===== config.mk =====
export PLATFORM = sky130hd
export DESIGN_NAME = mem_access_unit_flat
export DESIGN_NICKNAME = d
export VERILOG_FILES = /design/src/rtl/mem_access_unit_if.sv /design/src/rtl/mem_access_unit.sv /design/src/flat_wrapper.sv
export SDC_FILE = /design/constraint.sdc
export NUM_CORES = 1
export LEC_CHECK = 0
export ABC_AREA = 1
export CORE_AREA = 4 4 120 133
export CTS_CLUSTER_DIAMETER = 150
export DETAILED_ROUTE_END_ITERATION = 10
export DIE_AREA = 0 0 124 137
export PLACE_DENSITY = 0.81
export SYNTH_ARGS = -nofsm -noshare
export SYNTH_HDL_FRONTEND = slang
export SYNTH_SLANG_ARGS = --single-unit

===== constraint.sdc =====
create_clock -name clk -period 5.3 [get_ports clk]
set_clock_uncertainty 0.1 [all_clocks]
set_input_delay 1.06 -clock clk [delete_from_list [all_inputs] [get_ports clk]]
set_output_delay 1.06 -clock clk [all_outputs]
set_load 0.03 [all_outputs]

===== src/rtl/mem_access_unit_if.sv =====
// rtl/mem_access_unit_if.sv - data-memory bus between mem_access_unit and memory
// Signals:
//   req   : access request, held until ack
//   we    : write enable (1 = store)
//   addr  : word-aligned byte address
//   be    : byte-lane enables
//   wdata : store data, replicated into the lanes selected by be
//   ack   : memory completion strobe
//   rdata : full read word returned with ack
// Modports: master = mem_access_unit side, slave = memory side.
interface mem_access_unit_if;
  logic        req;
  logic        we;
  logic [31:0] addr;
  logic [3:0]  be;
  logic [31:0] wdata;
  logic        ack;
  logic [31:0] rdata;

  modport master (
    output req, we, addr, be, wdata,
    input  ack, rdata
  );

  modport slave (
    input  req, we, addr, be, wdata,
    output ack, rdata
  );
endinterface


===== src/rtl/mem_access_unit.sv =====
// rtl/mem_access_unit.sv - pipeline MEM-stage load/store unit with stalling memory handshake
// Ports:
//   clk, reset    : rising-edge clock, asynchronous active-high reset
//   MEM_mem_w     : store request (wins over load)
//   MEM_WDSel     : 2'b01 marks a load
//   MEM_dm_ctrl   : size/sign (000 word, 001 half s, 010 half u, 011 byte s, 100 byte u, others word)
//   MEM_aluout    : byte address
//   MEM_RD2       : store data
//   MEM_rdata     : aligned, extended load result (valid in DONE only)
//   MEM_stall     : freeze PC and pipeline registers
//   MEM_misalign  : misaligned access flag (no bus cycle issued)
//   MEM_stall_cnt : saturating count of stalled cycles
//   dmem          : memory bus, master side
module mem_access_unit (
  input  logic              clk,
  input  logic              reset,
  input  logic              MEM_mem_w,
  input  logic [1:0]        MEM_WDSel,
  input  logic [2:0]        MEM_dm_ctrl,
  input  logic [31:0]       MEM_aluout,
  input  logic [31:0]       MEM_RD2,
  output logic [31:0]       MEM_rdata,
  output logic              MEM_stall,
  output logic              MEM_misalign,
  output logic [15:0]       MEM_stall_cnt,
  mem_access_unit_if.master dmem
);

  typedef enum logic [1:0] {IDLE = 2'd0, WAIT = 2'd1, DONE = 2'd2} state_t;

  state_t      state, state_nxt;
  logic        access, is_word, is_half, misaligned, issue;
  logic [3:0]  be_nxt;
  logic [31:0] wdata_nxt;
  logic [31:0] rdata_q;
  logic [1:0]  lane_q;
  logic [2:0]  ctrl_q;
  logic        store_q;
  logic [7:0]  lane_byte;
  logic [15:0] lane_half;

  // Request decode and store lane formatting from the live pipeline inputs.
  always_comb begin
    access     = MEM_mem_w | (MEM_WDSel == 2'b01);
    is_half    = (MEM_dm_ctrl == 3'b001) | (MEM_dm_ctrl == 3'b010);
    is_word    = ~is_half & (MEM_dm_ctrl != 3'b011) & (MEM_dm_ctrl != 3'b100);
    misaligned = (is_word & (MEM_aluout[1:0] != 2'b00)) | (is_half & MEM_aluout[0]);
    if (is_word) begin
      be_nxt    = 4'b1111;
      wdata_nxt = MEM_RD2;
    end else if (is_half) begin
      be_nxt    = MEM_aluout[1] ? 4'b1100 : 4'b0011;
      wdata_nxt = {2{MEM_RD2[15:0]}};
    end else begin
      be_nxt    = 4'b0001 << MEM_aluout[1:0];
      wdata_nxt = {4{MEM_RD2[7:0]}};
    end
  end

  always_ff @(posedge clk or posedge reset) begin
    if (reset) state <= IDLE;
    else       state <= state_nxt;
  end

  always_comb begin
    state_nxt    = state;
    MEM_stall    = 1'b0;
    MEM_misalign = 1'b0;
    issue        = 1'b0;
    case (state)
      IDLE: begin
        if (access) begin
          if (misaligned) begin
            MEM_misalign = 1'b1;
          end else begin
            MEM_stall = 1'b1;
            issue     = 1'b1;
            state_nxt = WAIT;
          end
        end
      end
      WAIT: begin
        MEM_stall = 1'b1;
        if (dmem.ack) state_nxt = DONE;
      end
      DONE:    state_nxt = IDLE;
      default: state_nxt = IDLE;
    endcase
  end

  // Bus outputs are registered at issue and left untouched until ack, so the
  // memory sees a stable request for the whole WAIT phase. Size and lane are
  // captured too, so extraction in DONE does not depend on the pipeline inputs.
  always_ff @(posedge clk or posedge reset) begin
    if (reset) begin
      dmem.req      <= 1'b0;
      dmem.we       <= 1'b0;
      dmem.addr     <= 32'h0;
      dmem.be       <= 4'h0;
      dmem.wdata    <= 32'h0;
      rdata_q       <= 32'h0;
      lane_q        <= 2'b00;
      ctrl_q        <= 3'b000;
      store_q       <= 1'b0;
      MEM_stall_cnt <= 16'h0;
    end else begin
      if (issue) begin
        dmem.req   <= 1'b1;
        dmem.we    <= MEM_mem_w;
        dmem.addr  <= {MEM_aluout[31:2], 2'b00};
        dmem.be    <= be_nxt;
        dmem.wdata <= wdata_nxt;
        lane_q     <= MEM_aluout[1:0];
        ctrl_q     <= MEM_dm_ctrl;
        store_q    <= MEM_mem_w;
      end else if ((state == WAIT) && dmem.ack) begin
        dmem.req <= 1'b0;
        rdata_q  <= dmem.rdata;
      end
      if (MEM_stall && (MEM_stall_cnt != 16'hFFFF))
        MEM_stall_cnt <= MEM_stall_cnt + 16'd1;
    end
  end

  // Load extraction: pick the addressed lane, then extend by the captured size code.
  always_comb begin
    lane_byte = rdata_q[{lane_q, 3'b000} +: 8];
    lane_half = lane_q[1] ? rdata_q[31:16] : rdata_q[15:0];
    MEM_rdata = 32'h0;
    if ((state == DONE) && !store_q) begin
      case (ctrl_q)
        3'b001:  MEM_rdata = {{16{lane_half[15]}}, lane_half};
        3'b010:  MEM_rdata = {16'h0, lane_half};
        3'b011:  MEM_rdata = {{24{lane_byte[7]}}, lane_byte};
        3'b100:  MEM_rdata = {24'h0, lane_byte};
        default: MEM_rdata = rdata_q;
      endcase
    end
  end

endmodule


===== src/flat_wrapper.sv =====
// flat-port wrapper written by rule: the top's interface ports become plain ports
module mem_access_unit_flat 
  (clk, reset, MEM_mem_w, MEM_WDSel, MEM_dm_ctrl, MEM_aluout, MEM_RD2, MEM_rdata, MEM_stall, MEM_misalign, MEM_stall_cnt, dmem_req, dmem_we, dmem_addr, dmem_be, dmem_wdata, dmem_ack, dmem_rdata);
  mem_access_unit_if dmem_i ();
  input  logic clk;
  input  logic reset;
  input  logic MEM_mem_w;
  input  logic [1:0] MEM_WDSel;
  input  logic [2:0] MEM_dm_ctrl;
  input  logic [31:0] MEM_aluout;
  input  logic [31:0] MEM_RD2;
  output logic [31:0] MEM_rdata;
  output logic MEM_stall;
  output logic MEM_misalign;
  output logic [15:0] MEM_stall_cnt;
  output wire logic [$bits(dmem_i.req)-1:0] dmem_req;
  output wire logic [$bits(dmem_i.we)-1:0] dmem_we;
  output wire logic [$bits(dmem_i.addr)-1:0] dmem_addr;
  output wire logic [$bits(dmem_i.be)-1:0] dmem_be;
  output wire logic [$bits(dmem_i.wdata)-1:0] dmem_wdata;
  input wire logic [$bits(dmem_i.ack)-1:0] dmem_ack;
  input wire logic [$bits(dmem_i.rdata)-1:0] dmem_rdata;
  assign dmem_req = dmem_i.req;
  assign dmem_we = dmem_i.we;
  assign dmem_addr = dmem_i.addr;
  assign dmem_be = dmem_i.be;
  assign dmem_wdata = dmem_i.wdata;
  assign dmem_i.ack = dmem_ack;
  assign dmem_i.rdata = dmem_rdata;
  mem_access_unit u_core (.clk(clk), .reset(reset), .MEM_mem_w(MEM_mem_w), .MEM_WDSel(MEM_WDSel), .MEM_dm_ctrl(MEM_dm_ctrl), .MEM_aluout(MEM_aluout), .MEM_RD2(MEM_RD2), .MEM_rdata(MEM_rdata), .MEM_stall(MEM_stall), .MEM_misalign(MEM_misalign), .MEM_stall_cnt(MEM_stall_cnt), .dmem(dmem_i));
endmodule

After elaboration in Yosys (flattened, before gate mapping). Cells that the tools add are included.

Add/subtract/negate cells: 1. Equal/unequal tests: 15. Shifts and indexed selects: 2. Mux-type cells: 21. Bitwise gates (word level): 9. Reduce and logical (&&, ||, !) cells: 9.

Operator list (number): $pmux W32 S4 (1); $mux W32 (3); $shiftx A32 B6 Y8 (1); $add A16 B1 Y16 const B (1); $mux W16 (1); $ne A16 B16 Y1 const B (1); $mux W4 (3); $eq A3 B2 Y1 const B (3); $mux W1 (8); $eq A3 B1 Y1 const B (2); $mux W2 (3); $and A1 B1 Y1 (4); $eq A2 B1 Y1 const B (2); $ne A2 B2 Y1 const B (2); $pmux W2 S2 (1); $reduce_bool A2 Y1 (2); $shl A1 B2 Y4 const A (1); $eq A3 B3 Y1 const B (1); $logic_and A1 B1 Y1 (3); $ne A3 B2 Y1 const B (1); $ne A3 B3 Y1 const B (1); $or A1 B1 Y1 (3); $reduce_and A3 Y1 (1); $eq A2 B2 Y1 const B (1); 6 further kinds (7).

Bits in registers: 123. Output and inout port bits: 120. Word-level logic and storage cells: 67.

Longest topological paths before layout.
Word-level depth: 12. Gate-level depth with buffers: 11. Mapped depth without buffers: 9.

Worst setup path before layout. No wires, ideal clock.

Path type: input port to output port. From: in MEM_dm_ctrl[0]. To: out MEM_misalign. Data arrival time: 2.094 ns. Required time: 4.140 ns. Path slack: 2.046 ns. Cell stages on the path: 3. Path buffers: 0. Path through: o21ai_1 > nand3_1 > a21boi_0.

Word-level cells in the longest chain between the ends: 10. Elaborated cells on any way between the ends: 14.

RTL lines: start, declared (RTL line flat_wrapper.sv:9) `input logic [2:0] MEM_dm_ctrl;`; $eq A3 B1 Y1 or $eq A3 B2 Y1 (tied branches) (RTL line mem_access_unit.sv:45) `is_half = (MEM_dm_ctrl == 3'b001) | (MEM_dm_ctrl == 3'b010);`; $or A1 B1 Y1 (RTL line mem_access_unit.sv:45); $not A1 Y1 (RTL line mem_access_unit.sv:46) `is_word = ~is_half & (MEM_dm_ctrl != 3'b011) & (MEM_dm_ctrl != 3'b100);`; $and A1 B1 Y1 (2 in series) (RTL line mem_access_unit.sv:46); $and A1 B1 Y1 (RTL line mem_access_unit.sv:47) `misaligned = (is_word & (MEM_aluout[1:0] != 2'b00)) | (is_half & MEM_aluout[0]);`; $or A1 B1 Y1 (*) (RTL line mem_access_unit.sv:47); $mux W1 (*) (RTL line mem_access_unit.sv:73) `if (misaligned) begin`; $mux W1 (*) (RTL line mem_access_unit.sv:72) `if (access) begin`; $mux W1 (*) (RTL line mem_access_unit.sv:70) `case (state)`; end, declared (RTL line flat_wrapper.sv:14) `output logic MEM_misalign;`.

Mark *: on every way between the ends. The rest lies on a longest branch, timed or not.

Final worst setup path.
From: in MEM_dm_ctrl[1]. To: out MEM_misalign.

The elaborated chain is that of the path after synthesis.

==> flow_metrics.py <==
metrics = {
    "global_routing": {
        "antenna_found_initial": 0,
        "grt_pass1_wl_mm": 32.9,
        "grt_usage": 0.248,
        "first_global_vias": 6468,
        "grt_overflow": 0,
        "grt_max_degree": 89,
    },
    "critical_path": {
        "cp_max_fo": 11,
        "end_kind": "output pin",
        "worstPathCellList": "clkdlybuf4s50_1, nand3_1, nand2_1, nand2_1, a21boi_0, clkdlybuf4s50_1",
        "cp.arrival_ns": 3.25,
        "cp_slowest_cell": "clkdlybuf4s50_1",
        "path_delay_family": "buffers and inverters",
        "worstPathRequired_ns": 4.14,
        "slowest_delay_ns": 0.77,
        "cp_num_buf_inv": 2,
        "start_kind": "input pin",
        "worstSetupPathType": "in -> out",
    },
    "layout": {
        "diodes": 0,
        "seq_area_mm2": 0.00308,
        "utilization": 0.659,
        "multi_input_area_mm2": 0.00309,
        "final_cell_count_no_fill": 1357,
        "drive_above_1_share": 0.0575,
        "area_growth_pct": 43.4,
        "fillers": 1268,
        "fin_area_mm2": 0.00951,
        "nNetsFinal": 1259,
    },
    "clock_network": {
        "ctsResizeCount": 0,
        "cts_tree": "done",
        "hold_buffers": 0,
        "cts_buffer_depth": 2,
        "postCtsSetupRepairBufs": 0,
        "cts_made_buffers": 17,
        "cts-root-buf": "clkbuf_16",
        "cts_max_level": 4,
        "clk_latency_ns": 0.42,
        "cts.sink_count": 123,
        "clkSlewWorstSetupHoldPaths_ns": 0.06,
    },
    "die": {
        "die_area_mm2": 0.0170,
        "coreArea_mm2": 0.0144,
        "fp.dieH_um": 137,
        "rows": 46,
        "io_pins": 225,
        "die_width_um": 124,
        "start_util": 0.459,
    },
    "drt": {
        "first_pass_iters": 6,
        "drc": 0,
        "vias": 6848,
        "ant_nets": 0,
        "wl_mm": 20.4,
        "routedWlPerCell_um": 15.0,
        "vias_per_cell": 5.05,
        "drt_iter0_markers": 563,
    },
    "hold_path": {
        "hold_class": "reg -> reg",
    },
    "synth": {
        "yosysWarnings": 0,
        "synth-simple-area-share": 0.377,
        "synth.distinct_cells": 32,
        "ys_ff_latch": 123,
        "synth_top_cell_by_area": "dfrtp_1",
        "synth_compound_area_frac": 0.0772,
        "muxShareOfSynthArea": 0,
        "synthAdderAreaFrac": 0.00189,
        "synth_area_mm2": 0.00663,
        "netlist.area_leader.share": 0.464,
        "syn_area_per_cell_um2": 6.98,
        "syn_inst": 950,
        "synth_area_leaders": "dfrtp_1, nand2_1, o21ai_0, nand3_1, inv_1",
        "synthXorXnorAreaFrac": 0.00924,
        "ys_seq_area_frac": 0.464,
        "synth_top_family_by_area": "simple AND/OR/NAND/NOR gates",
    },
    "timing": {
        "hold_slack_ns": 0.378,
        "worst_pin_slew_ns": 0.994,
        "min_period_over_period": 0.832,
        "slew_viol_final": 0,
        "post-route-min-period_ns": 4.41,
        "fin_tns_setup_ns": 0,
        "slew_headroom": 0.337,
        "worst_slack_ns": 0.890,
        "hold_violations": 0,
        "max_freq_mhz": 227,
        "rsz0062_at_grt": "no",
        "setup_viol": 0,
    },
    "placement": {
        "dpl.cell_count": 1326,
        "place_area_mm2": 0.00890,
        "place_ws_ns": 0.865,
        "port-buffer-count": 222,
        "dp_hpwl_mm": 14.3,
        "gp_congestion": 0.925,
    },
    "power": {
        "power_mw": 5.39,
        "powerDensity_mw_per_mm2": 566,
        "peakVddDrop_mv": 0.338,
        "p_leak_nw": 4.70,
    },
    "outcome": {
        "status": "finished, final reports clean",
    },
    "job": {
        "drv_cap": 0,
    },
}
tightest hold or removal path, stage by stage, from the launching register on:
cell     delay [ns]
dfrtp_1        0.34
nand2_1        0.05
nand2_1        0.05
path summary, 6_finish.rpt:
check / from / to / slack [ns] / cells past startpoint
max in group asynchronous: reset / u_core.rdata_q[25]$_DFFE_PP0P_ / 3.07 / 3
worst max register to register: u_core.state[0]$_DFFE_PP0P_ / u_core.dmem.be[3]$_DFFE_PP0P_ / 2.60 / 7
worst max-delay path: MEM_dm_ctrl[1] / MEM_misalign / 0.89 / 6
min in group asynchronous: reset / u_core.MEM_stall_cnt[12]$_DFFE_PP0P_ / 1.01 / 2
worst min-delay path: u_core.dmem.addr[12]$_DFFE_PP0P_ / u_core.dmem.addr[12]$_DFFE_PP0P_ / 0.38 / 2
worst min register to register: u_core.dmem.addr[12]$_DFFE_PP0P_ / u_core.dmem.addr[12]$_DFFE_PP0P_ / 0.38 / 2
cell usage in the layout (no fill, tap or decap):
cell type / count
o21ai_1: 2
nand4_4: 1
nor2_4: 2
a21oi_1: 27
conb_1: 2
o21ai_2: 1
clkdlybuf4s50_1: 222
nand3_2: 2
inv_2: 4
nand2_4: 1
or2_2: 1
clkinv_4: 1
clkbuf_16: 17
nand2_2: 3
nor3_1: 2
dfrtp_1: 123
a21boi_0: 1
nand2_1: 473
nor2_1: 56
buf_4: 6
nand3_1: 49
inv_6: 1
clkinvlp_4: 3
clkbuf_8: 3
nand3_4: 1
ha_1: 1
bufinv_16: 3
nor2_2: 12
o21ai_0: 70
nand4_1: 6
clkbuf_1: 1
inv_4: 1
clkinv_2: 2
xor2_1: 4
inv_1: 55
xnor2_1: 3
nor3_2: 2
or2_1: 1
per-layer routing:
metal / up-vias / share of wire / GRT usage
met5: - / 0 / 0
met3: 43 / 0.11 / 0.0971
met2: 305 / 0.48 / 0.393
li1: 3360 / - / -
met4: 0 / 0.023 / 0.0840
met1: 3140 / 0.39 / 0.310
cells in the mapped netlist, drive strengths merged:
master / n
nand2: 477
dfrtp: 123
o21ai: 73
nor2: 70
inv: 60
nand3: 52
buf: 34
a21oi: 27
clkbuf: 11
nand4: 7
nor3: 4
xor2: 4
xnor2: 3
or2: 2
a21boi: 1
conb: 1
ha: 1
power breakdown:
group	switching, mW	internal (mW)	total, mW
Clock	0.430	0.774	1.20
Combinational	1.57	0.942	2.51
Sequential	0.356	1.32	1.67
cell type report:
type / count / share of cell area
multi-input combinational: 723 / 0.325
sequential: 123 / 0.324
timing repair buffer: 228 / 0.238
clock buffer: 21 / 0.0494
tap: 192 / 0.0252
inverter: 60 / 0.0239
clock inverter: 10 / 0.0147
logic make-up after synthesis:
group,count (synthesis)
AO/OA/AOI/OAI,101
XOR/XNOR,7
adder cells (fa/ha/maj),1
buffers and inverters,105
flip-flops,123
other,1
AND/OR/NAND/NOR,612
flip-flops by register name (all words and copies together) (netlist names):
register              count
u_core.rdata_q           32
u_core.dmem.wdata        32
u_core.ctrl_q             3
u_core.dmem.req           1
u_core.dmem.be            4
u_core.lane_q             2
u_core.state              2
u_core.dmem.we            1
u_core.dmem.addr         30
u_core.MEM_stall_cnt     16
Power figures use the tool's default switching activity.
